File: config.mk
export PLATFORM = sky130hd
export DESIGN_NAME = motor_controller_sysid_ticker
export DESIGN_NICKNAME = d
export VERILOG_FILES = /design/src/rtl/motor_controller_sysid_ticker.sv
export SDC_FILE = /design/constraint.sdc
export NUM_CORES = 1
export LEC_CHECK = 0
export ABC_AREA = 1
export CORE_MARGIN = 2
export CORE_UTILIZATION = 60
export DETAILED_ROUTE_END_ITERATION = 8
export PLACE_DENSITY = 0.86
export SYNTH_ARGS = -nofsm -noshare
export SYNTH_HDL_FRONTEND = slang
export SYNTH_SLANG_ARGS = --single-unit
File: constraint.sdc
create_clock -name clock -period 1.7 [get_ports clock]
set_input_delay 0.34 -clock clock [delete_from_list [all_inputs] [get_ports clock]]
set_output_delay 0.34 -clock clock [all_outputs]
set_load 0.05 [all_outputs]
File: src/rtl/motor_controller_sysid_ticker.sv
// Free-running recheck timer; pulses tick on the first cycle after reset
// and then once every PERIOD cycles. Used only with SYSID_CHECK_PERIODIC_EN.
module motor_controller_sysid_ticker #(
  parameter int unsigned PERIOD = 1_000_000
) (
  input  logic clock,
  input  logic reset_n,
  output logic tick
);

  logic [31:0] count;
  logic        first;
  logic        wrap;

  assign wrap = (count == 32'(PERIOD - 1));

  always_ff @(posedge clock or negedge reset_n) begin
    if (!reset_n) begin
      count <= '0;
      first <= 1'b1;
    end else begin
      first <= 1'b0;
      count <= wrap ? '0 : count + 32'd1;
    end
  end

  assign tick = first | wrap;

endmodule

Yosys cells after proc, flatten, opt, wreduce, memory -nomap -nowiden --
Index checks and enable logic that the tools add are counted.
Word-level totals: logic and storage cells 6, input port bits 2, output and inout bits 1, register bits 33
Cells by class: add/sub/neg operators 1, bitwise logic cells 1, multiplexer cells 1, equal/unequal tests 1
Operators with widths (count):
- adder 32 x 1 -> 32 bit, second input constant | 1
- equality test 32 x 20 -> 1 bit, second input constant | 1
- two-way mux 32 bit | 1
- OR 1 bit | 1

Logic depth before layout (Yosys ltp) --
Gate-level depths: netlist of run 1.
depth in word-level cells 2, depth in mapped cells 9

Worst setup path after synthesis of run 1 --
No wires, ideal clock.
kind reg2out, from reg count[0], to out tick, required time 1.360 ns, path slack -0.387 ns, stages on the path, launching flop included 6, data arrival time 1.747 ns, path buffers 0, cells stage by stage dfrtp_1 -> ha_1 -> nand2_2 -> nor2_4 -> nand3_1 -> o21bai_1
On the way: cells in the longest elaborated chain, start to end 2
RTL lines:
- start: declaration | line 11 | logic [31:0] count;
- start signal: assignment | line 23 | count <= wrap ? '0 : count + 32'd1;
- equality test 32 x 20 -> 1 bit | line 15 | assign wrap = (count == 32'(PERIOD - 1));
- OR 1 bit | line 27 | assign tick = first | wrap;
- end: declaration | line 8 | output logic tick
No other way between the ends.

Worst setup path after layout of run 1 --
Ends and elaborated chain as after synthesis.

==> results.ini, run 1 <==
[cts]
cts-root-buf=clkbuf_4
cts_made_buffers=5
postCtsHoldBufs=0
clockBufferDepth=2
clkTransAtPathRegs_ns=0.10
cts_num_sinks=33
tritoncts=done
htree_levels=2
clock_latency_ns=0.34

[placed_design]
placed_cell_area_um2=2190
placed_cells=342
hpwl_um=3420
port_buffers=2
place_congestion=0.971

[timing]
period_share_pct=111
rsz0062_at_grt=true
drv_slew=0
hold_viol_final=0
fmax_mhz=531
timing.final.ws_setup_ns=-0.183
period_needed_ns=1.88
skew_ns=0.00701
setup_violations=1
holdWs_ns=0.401

[worst_setup_path]
r2r_start=count[17]
crit_fanout=2
critPathTopFamily=flip-flops
reg2reg_depth=9
rr_endpoint=count[19]
crit_chain=ha_2 -> nand2_2 -> nor2_4 -> nand3_2 -> o21bai_4 -> buf_12
crit_path_start_kind=flip-flop
critPathSlowestCell=dfrtp_1
end_kind=output port
critical-path-max-stage-delay_ns=0.38
required_ns=1.36
cp_data_arrival_time_ns=1.54
path_buf_inv=1
crit_type=flip-flop to output port
r2r_slack_ns=0.13

[final_layout]
fin_area_um2=2430
num_antenna_cells=0
areaGrowthSynthToFinish_pct=19.5
finalNetCount=326
fillers=252
finish.utilization_pct=74.1
drive_above_1_share_pct=23.8
final_cells=370

[yosys]
yosysWarnings=0
synth.cell_area_um2=2040
synth_top_area_share_pct=39.3
yosys.area.top_type=dfrtp_1
ys_async_sr_fraction_pct=100
yosys-top-cells-area=dfrtp_1 (39%), nand2_1 (17%), inv_1 (8.5%)
synth_top_flop_cell=dfrtp_1
ys_top_cells_by_count=nand2_1 (92), inv_1 (46), nor2_1 (41), dfrtp_1 (32), nand3_1 (21)
syn_area_per_cell_um2=7.02
ys_ff_latch=33
seq_area_frac_synth_pct=40.6
yosysMostFrequentCell=nand2_1
syn-num-nets=293
synth_cell_types=18
synth_cells=290
synth_edf_count=0

[detailed_routing]
vias_per_cell=4.99
first_pass_iters=4
vias=1845
drt_iter0_markers=103
ant_nets=0
wl_um=4800
drc=0
wl_per_cell_um=13.0

[global_routing]
antenna_found_initial=0
overflow=0
first_global_vias=1827
grt_max_degree=34
track_usage_pct=27.3
grt_pass1_wl_um=8050

[power]
p_per_area_nw_per_um2=546
worst_ir_drop_vdd_mv=0.350
p_leak_nw=1.24

[floorplan]
core-area_um2=3280
dieArea_um2=3880
rows=21
die_w_um=62.3
start_util_pct=62.0
die_y_um=62.3
ios=3

[outcome]
status=finished with violations
violations=setup timing

[run]
drv_cap=0

[worst_hold_path]
hp-class=input port to asynchronous set/reset pin

[layout make-up]
| cell class | instances | area [µm²] | area share [%] |
|---|---|---|---|
| Clock buffer | 7 | 65.1 | 2.67 |
| Tap cell | 46 | 57.6 | 2.37 |
| Sequential cell | 33 | 828 | 34.1 |
| Multi-Input combinational cell | 207 | 1050 | 43.2 |
| Timing Repair Buffer | 27 | 243 | 9.98 |
| Clock inverter | 1 | 5.00 | 0.206 |
| Inverter | 49 | 184 | 7.56 |
[per-stage QoR]
| stage | total power, mW | TNS [ns] | setup WS (ns) |
|---|---|---|---|
| floorplan | 0.810 | 0 | 0.0189 |
| finish | 1.33 | -0.183 | -0.183 |
| global route | 1.38 | -0.251 | -0.251 |
| detailed placement | 0.839 | 0 | 0.126 |
| CTS | 1.34 | -0.180 | -0.180 |
| global placement | 0.838 | 0 | 0.148 |
[flip-flops by register name, summed over array words and instances, names as in the netlist]
name   flops
first      1
count     32
[per-layer routing]
metal,track usage [%],vias to the layer above,wire [µm]
met2,45.9,52,2300
met4,11.4,0,138
met5,0,-,0
li1,-,930,-
met3,6.88,15,258
met1,33.5,848,2100
[cell families after synthesis]
| kind of cell | synth area share (%) |
|---|---|
| flip-flops | 40.6 |
| buffers and inverters | 9.59 |
| other | 0.184 |
| adder cells (fa/ha/maj) | 0.615 |
| XOR/XNOR | 6.02 |
| AND/OR/NAND/NOR | 41.5 |
| AO/OA/AOI/OAI | 1.48 |
[cell usage in the layout, fill, tap and decap left out, types with 3 or more instances in the layout]
cell and count:
nor2_2 17, nor2_4 7, nand2_1 90, buf_4 23
nor2_1 38, buf_12 3, inv_1 45, inv_2 4
nand4_1 4, dfrtp_1 31, xor2_1 12, clkbuf_4 5
o21bai_1 3, nand3_1 20, nand2_2 9
[power by group]
part | switching (mW) | internal [mW] | leakage (nW) | total [mW]
clock | 0.267 | 0.239 | 0.0413 | 0.507
sequential | 0.000290 | 0.786 | 0.442 | 0.787
combinational | 0.0220 | 0.0136 | 0.754 | 0.0356
[how the worst max path moves through the flow]
| stage | start | end | cells after the start |
|---|---|---|---|
| floorplan | count[0] | tick | 5 |
| CTS | count[12] | tick | 6 |
| finish | count[0] | tick | 6 |
| global route | count[17] | tick | 7 |
| global placement | count[17] | tick | 7 |
| detailed placement | count[19] | tick | 7 |
[worst reg2reg max path: cells and delay by family (launching register included)]
| family | cells | cell delay (ns) |
|---|---|---|
| buf+inv | 3 | 0.39 |
| flops | 1 | 0.41 |
| simple gates | 6 | 0.68 |
[timing repair]
| action | in CTS | in global routing |
|---|---|---|
| gates resized for setup | 6 | 4 |
| pin swaps | 3 | 4 |
| setup endpoints to repair | 1 | 1 |
| buffers inserted | 8 | 12 |
Note: power is estimated with default switching activity, not from simulation.
==> run 2: changes to the inputs <==
--- a/config.mk
+++ b/config.mk
@@ -6,10 +6,13 @@
 export NUM_CORES = 1
 export LEC_CHECK = 0
 export ABC_AREA = 1
+export CELL_PAD_IN_SITES_DETAIL_PLACEMENT = 1
+export CELL_PAD_IN_SITES_GLOBAL_PLACEMENT = 2
 export CORE_MARGIN = 2
-export CORE_UTILIZATION = 60
+export CORE_UTILIZATION = 36
 export DETAILED_ROUTE_END_ITERATION = 8
-export PLACE_DENSITY = 0.86
+export PLACE_DENSITY = 0.88
+export SLEW_MARGIN = 30
 export SYNTH_ARGS = -nofsm -noshare
 export SYNTH_HDL_FRONTEND = slang
 export SYNTH_SLANG_ARGS = --single-unit
==> constraint.sdc (replaced) <==
create_clock -name clock -period 1.85 [get_ports clock]
set_input_delay 0.37 -clock clock [delete_from_list [all_inputs] [get_ports clock]]
set_output_delay 0.37 -clock clock [all_outputs]
set_load 0.05 [all_outputs]
==> run 2 against run 1 <==
Net effect: the run now ends clean; clock-buffer cell count stayed put; design area is 3.9% higher; sequential share of layout area is 1.2 points lower; first-iteration DRC count is 16% higher; critical path depth stayed put; core utilization is 28 points lower; worst setup slack better by 0.19 ns; combinational power is 18% lower; non-clock buffer count is 3 higher; cell count is 7.8% higher; die area is 62% higher; flip-flop and latch count stayed put; critical endpoint unchanged.
==> results.ini, run 2 (synthesis gave the netlist of run 1 again) <==
[final_layout]
num_antenna_cells=0
layout_commonest_cell=nand2_1
finish.utilization_pct=46.2
multi_input_area_um2=1070
largest_reg_flops=32
regArea_um2=830
finalNetCount=329
areaGrowthSynthToFinish_pct=24.1
regMostFlops=count
fillers=715
drive_above_1_share_pct=25.7
reg_top3=count: 32 flops, first: 1 flops
layout_common_cells=nand2_1 (89), inv_1 (44), nor2_1 (38)

[global_routing]
overflow=0
grt_max_degree=34
grt_pass1_wl_um=10000
track_usage_pct=21.2
antenna_found_initial=0
first_global_vias=2018

[floorplan]
core-area_um2=5470
dieArea_um2=6270
start_util_pct=37.2
die_y_um=79.2
rows=27
die_w_um=79.2
ios=3

[placed_design]
port_buffers=2
place_congestion=0.794
hpwl_um=4120

[cts]
cts-root-buf=clkbuf_8
clock_latency_ns=0.29
htree_levels=2
clockBufferDepth=2
tritoncts=done
cts_num_sinks=33
cts_made_buffers=5
postCtsHoldBufs=0
clkTransAtPathRegs_ns=0.08

[power]
p_leak_nw=1.27
p_switching_mw=0.323
combPwrFrac_pct=2.1
switching_share_pct=23.2
intPower_mw=1.07
p_clk_share_pct=45.9
worst_ir_drop_vdd_mv=0.255
p_per_area_nw_per_um2=551
p_seq_share_pct=52.0

[worst_setup_path]
critical-path-max-stage-delay_ns=0.35
critPathTopFamily=flip-flops
r2r_slack_ns=0.23
rr_endpoint=count[16]
crit_chain=ha_1 -> nand2_2 -> nor2_4 -> nand3_4 -> o21bai_4 -> buf_12
r2r_start=count[0]
critPathLaunch=count[0]
critical_path_depth=6
crit_path_start_kind=flip-flop
end_kind=output port
cp_data_arrival_time_ns=1.47
required_ns=1.48
reg2reg_depth=9
critPathSlowestCell=dfrtp_1
path_buf_inv=1
crit_type=flip-flop to output port
endpoint=tick
crit_fanout=2

[timing]
holdWs_ns=0.105
fin_setup_tns_ns=0
fmax_mhz=543
period_needed_ns=1.84
period_share_pct=99.5
hold_viol_final=0
rsz0062_at_grt=true
skew_ns=0.00566
drv_slew=0
setup_violations=0

[outcome]
status=finished, final reports clean

[detailed_routing]
drt_iter0_markers=119
wl_um=5890
first_pass_iters=4
wl_per_cell_um=14.8
vias_per_cell=4.67
drc=0
vias=1862
ant_nets=0

[run]
drv_cap=0

[worst_hold_path]
hp-class=input port to asynchronous set/reset pin

-- run 2: cell count changes in the layout (fill, tap and decap cells not counted), sizes merged --
cell / delta
clkdlybuf4s50: -1
buf: +4
-- run 2: worst min-delay path by stage --
stage               endpoint  cells after the start
finish              count[2]                      2
global route        count[4]                      2
floorplan           count[0]                      0
CTS                 count[2]                      2
detailed placement  count[3]                      2
global placement    count[3]                      2
-- run 2: repair_timing --
item / in CTS / in global routing
endpoints found under the setup margin: 1 / 1
pin swaps: 7 / 7
setup buffers: 19 / 4
gates resized for setup: 6 / 11
-- run 2: metrics by stage --
stage | setup WS (ns) | instances | total power [mW] | cell area, µm²
floorplan | 0.00314 | 290 | 0.743 | 2040
global placement | 0.231 | 368 | 0.766 | 2190
detailed placement | 0.194 | 368 | 0.766 | 2190
CTS | 0.00358 | 395 | 1.40 | 2460
global route | -0.0608 | 399 | 1.44 | 2530
finish | 0.00861 | 399 | 1.39 | 2530
-- run 2: metal layers --
layer	global-route usage [%]	wire length [µm]
met4	6.72	76
met3	3.75	134
met5	0	0
met1	28.0	2860
met2	35.3	2820
-- run 2: area by class of cell --
cell class / instances / area share, %
clock inverters: 1 / 0.198
repair buffers: 30 / 9.81
flip-flops and latches: 33 / 32.8
multi-input cells: 207 / 42.5
clock buffers: 7 / 3.81
inverters: 49 / 7.28
well taps: 72 / 3.57
-- run 2: worst register-to-register path: cells and delay by family (launching register included) --
family	cells	cell delay, ns
flip-flops	1	0.35
AND/OR/NAND/NOR	5	0.56
adder cells (fa/ha/maj)	1	0.18
buffers and inverters	2	0.25
AO/OA/AOI/OAI	1	0.23
-- run 2: power by group through the flow --
stage	logic, mW	clock network, mW	registers, mW
5_1_grt	0.0320	0.682	0.723
2_1_floorplan	0.00571	0	0.737
3_5_place_dp	0.0293	0	0.737
4_1_cts	0.0305	0.646	0.723
3_3_place_gp	0.0288	0	0.737
6_report	0.0291	0.639	0.723
==> run 3: changes to the inputs <==
--- a/config.mk
+++ b/config.mk
@@ -11,7 +11,7 @@
 export CORE_MARGIN = 2
 export CORE_UTILIZATION = 36
 export DETAILED_ROUTE_END_ITERATION = 8
-export PLACE_DENSITY = 0.88
+export PLACE_DENSITY_LB_ADDON = 0.1
 export SLEW_MARGIN = 30
 export SYNTH_ARGS = -nofsm -noshare
 export SYNTH_HDL_FRONTEND = slang
==> run 3 against run 2 <==
Net effect: the flow now finishes with violations (setup timing); design area fell by 4.5%; flip-flop and latch count did not move; hold slack improved by 0.0043 ns; highest routed layer unchanged; core utilization fell by 2.1 points; fmax fell by 1.1%; clock skew rose by 0.0011 ns; clock-buffer cell count did not move; first-iteration DRC count fell by 32%; sequential share of layout area rose by 1.5 points; global-route usage fell by 1.4 points; sequential power barely moved.
==> results.ini, run 3 (synthesis gave the netlist of run 1 again) <==
[worst_setup_path]
critical-path-max-stage-delay_ns=0.42
r2r_start=count[12]
critical_path_depth=6
crit_fanout=4
crit_type=flip-flop to output port
crit_chain=nor2_1 -> nand3_1 -> nor2_2 -> nand3_4 -> o21bai_4 -> buf_12
critPathTopFamily=simple AND/OR/NAND/NOR gates
r2r_slack_ns=0.29
reg2reg_depth=8
path_buf_inv=1
crit_path_start_kind=flip-flop
critPathSlowestCell=dfrtp_1
critPathLaunch=count[10]
rr_endpoint=count[23]
required_ns=1.48
cp_data_arrival_time_ns=1.49
end_kind=output port
endpoint=tick

[cts]
tritoncts=done
cts-root-buf=clkbuf_8
clockBufferDepth=2
clkTransAtPathRegs_ns=0.07
clock_latency_ns=0.29
htree_levels=2
postCtsHoldBufs=0
cts_made_buffers=5
cts_num_sinks=33

[power]
p_per_area_nw_per_um2=545
p_leak_nw=1.20
worst_ir_drop_vdd_mv=0.295

[timing]
drv_slew=0
skew_ns=0.00676
timing.final.ws_setup_ns=-0.0110
fmax_mhz=537
setup_violations=1
rsz0062_at_grt=true
period_needed_ns=1.86
period_share_pct=101
hold_viol_final=0

[detailed_routing]
drt_iter0_markers=81
vias_per_cell=4.62
wl_um=5450
drc=0
vias=1794
wl_per_cell_um=14.0
ant_nets=0
first_pass_iters=4

[placed_design]
hpwl_um=4130
port_buffers=2
placed_cell_area_um2=2190
place_congestion=0.795

[floorplan]
die_y_um=79.2
ios=3
die_w_um=79.2
start_util_pct=37.2
core-area_um2=5470
rows=27
dieArea_um2=6270

[final_layout]
reg_top3=count: 32 flops, first: 1 flops
finalNetCount=319
largest_reg_flops=32
layout_common_cells=nand2_1 (90), inv_1 (45), nor2_1 (40)
regArea_um2=828
num_antenna_cells=0
fin_area_um2=2410
multi_input_area_um2=1050
fillers=709
layout_commonest_cell=nand2_1
finish.utilization_pct=44.1
areaGrowthSynthToFinish_pct=18.6
regMostFlops=count
drive_above_1_share_pct=21.2

[outcome]
violations=setup timing
status=finished with violations

[global_routing]
track_usage_pct=19.8
grt_pass1_wl_um=9370
first_global_vias=1870
antenna_found_initial=0
grt_max_degree=34
overflow=0

[worst_hold_path]
hp-class=input port to asynchronous set/reset pin

[run]
drv_cap=0

[run 3: area by class of cell]
class / instances / area share, %
Clock buffer: 7 / 3.58
Inverter: 49 / 7.62
Multi-Input combinational cell: 207 / 43.6
Sequential cell: 33 / 34.3
Tap cell: 72 / 3.73
Timing Repair Buffer: 20 / 7.15
[run 3: power by group]
group	total [mW]	internal (mW)	switching, mW
logic	0.0293	0.00847	0.0208
registers	0.724	0.723	0.000438
clock network	0.563	0.295	0.267
[run 3: repair_timing]
action                                  in CTS  in global routing
setup buffers                               12                  1
endpoints found under the setup margin       1                  1
pin swaps                                    5                  1
gates resized for setup                      7                  3
[run 3: worst min-delay path by stage]
stage                        from         to  slack, ns  cells after the start
final                     reset_n   count[6]       0.11                      2
after detailed placement  reset_n   count[6]       0.43                      2
after CTS                 reset_n   count[6]       0.13                      2
after floorplan           reset_n   count[0]       0.07                      0
after global routing      reset_n  count[21]       0.14                      2
after global placement    reset_n   count[6]       0.43                      2
[run 3: through the flow]
stage | power (mW) | setup WS [ns] | TNS (ns) | hold WS (ns) | cells
floorplan | 0.743 | 0.00314 | 0 | 0.0744 | 290
global placement | 0.766 | 0.237 | 0 | 0.431 | 368
detailed placement | 0.766 | 0.197 | 0 | 0.434 | 368
CTS | 1.33 | -0.00297 | -0.00297 | 0.125 | 387
global route | 1.36 | -0.0765 | -0.0765 | 0.143 | 388
finish | 1.32 | -0.0110 | -0.0110 | 0.109 | 388
[run 3: per-layer routing]
| layer | global-route usage (%) | routed length (µm) | vias to the layer above |
|---|---|---|---|
| li1 | - | - | 915 |
| met1 | 27.8 | 2850 | 855 |
| met2 | 31.3 | 2420 | 16 |
| met3 | 3.41 | 104 | 8 |
| met4 | 5.69 | 72 | 0 |
| met5 | 0 | 0 | - |
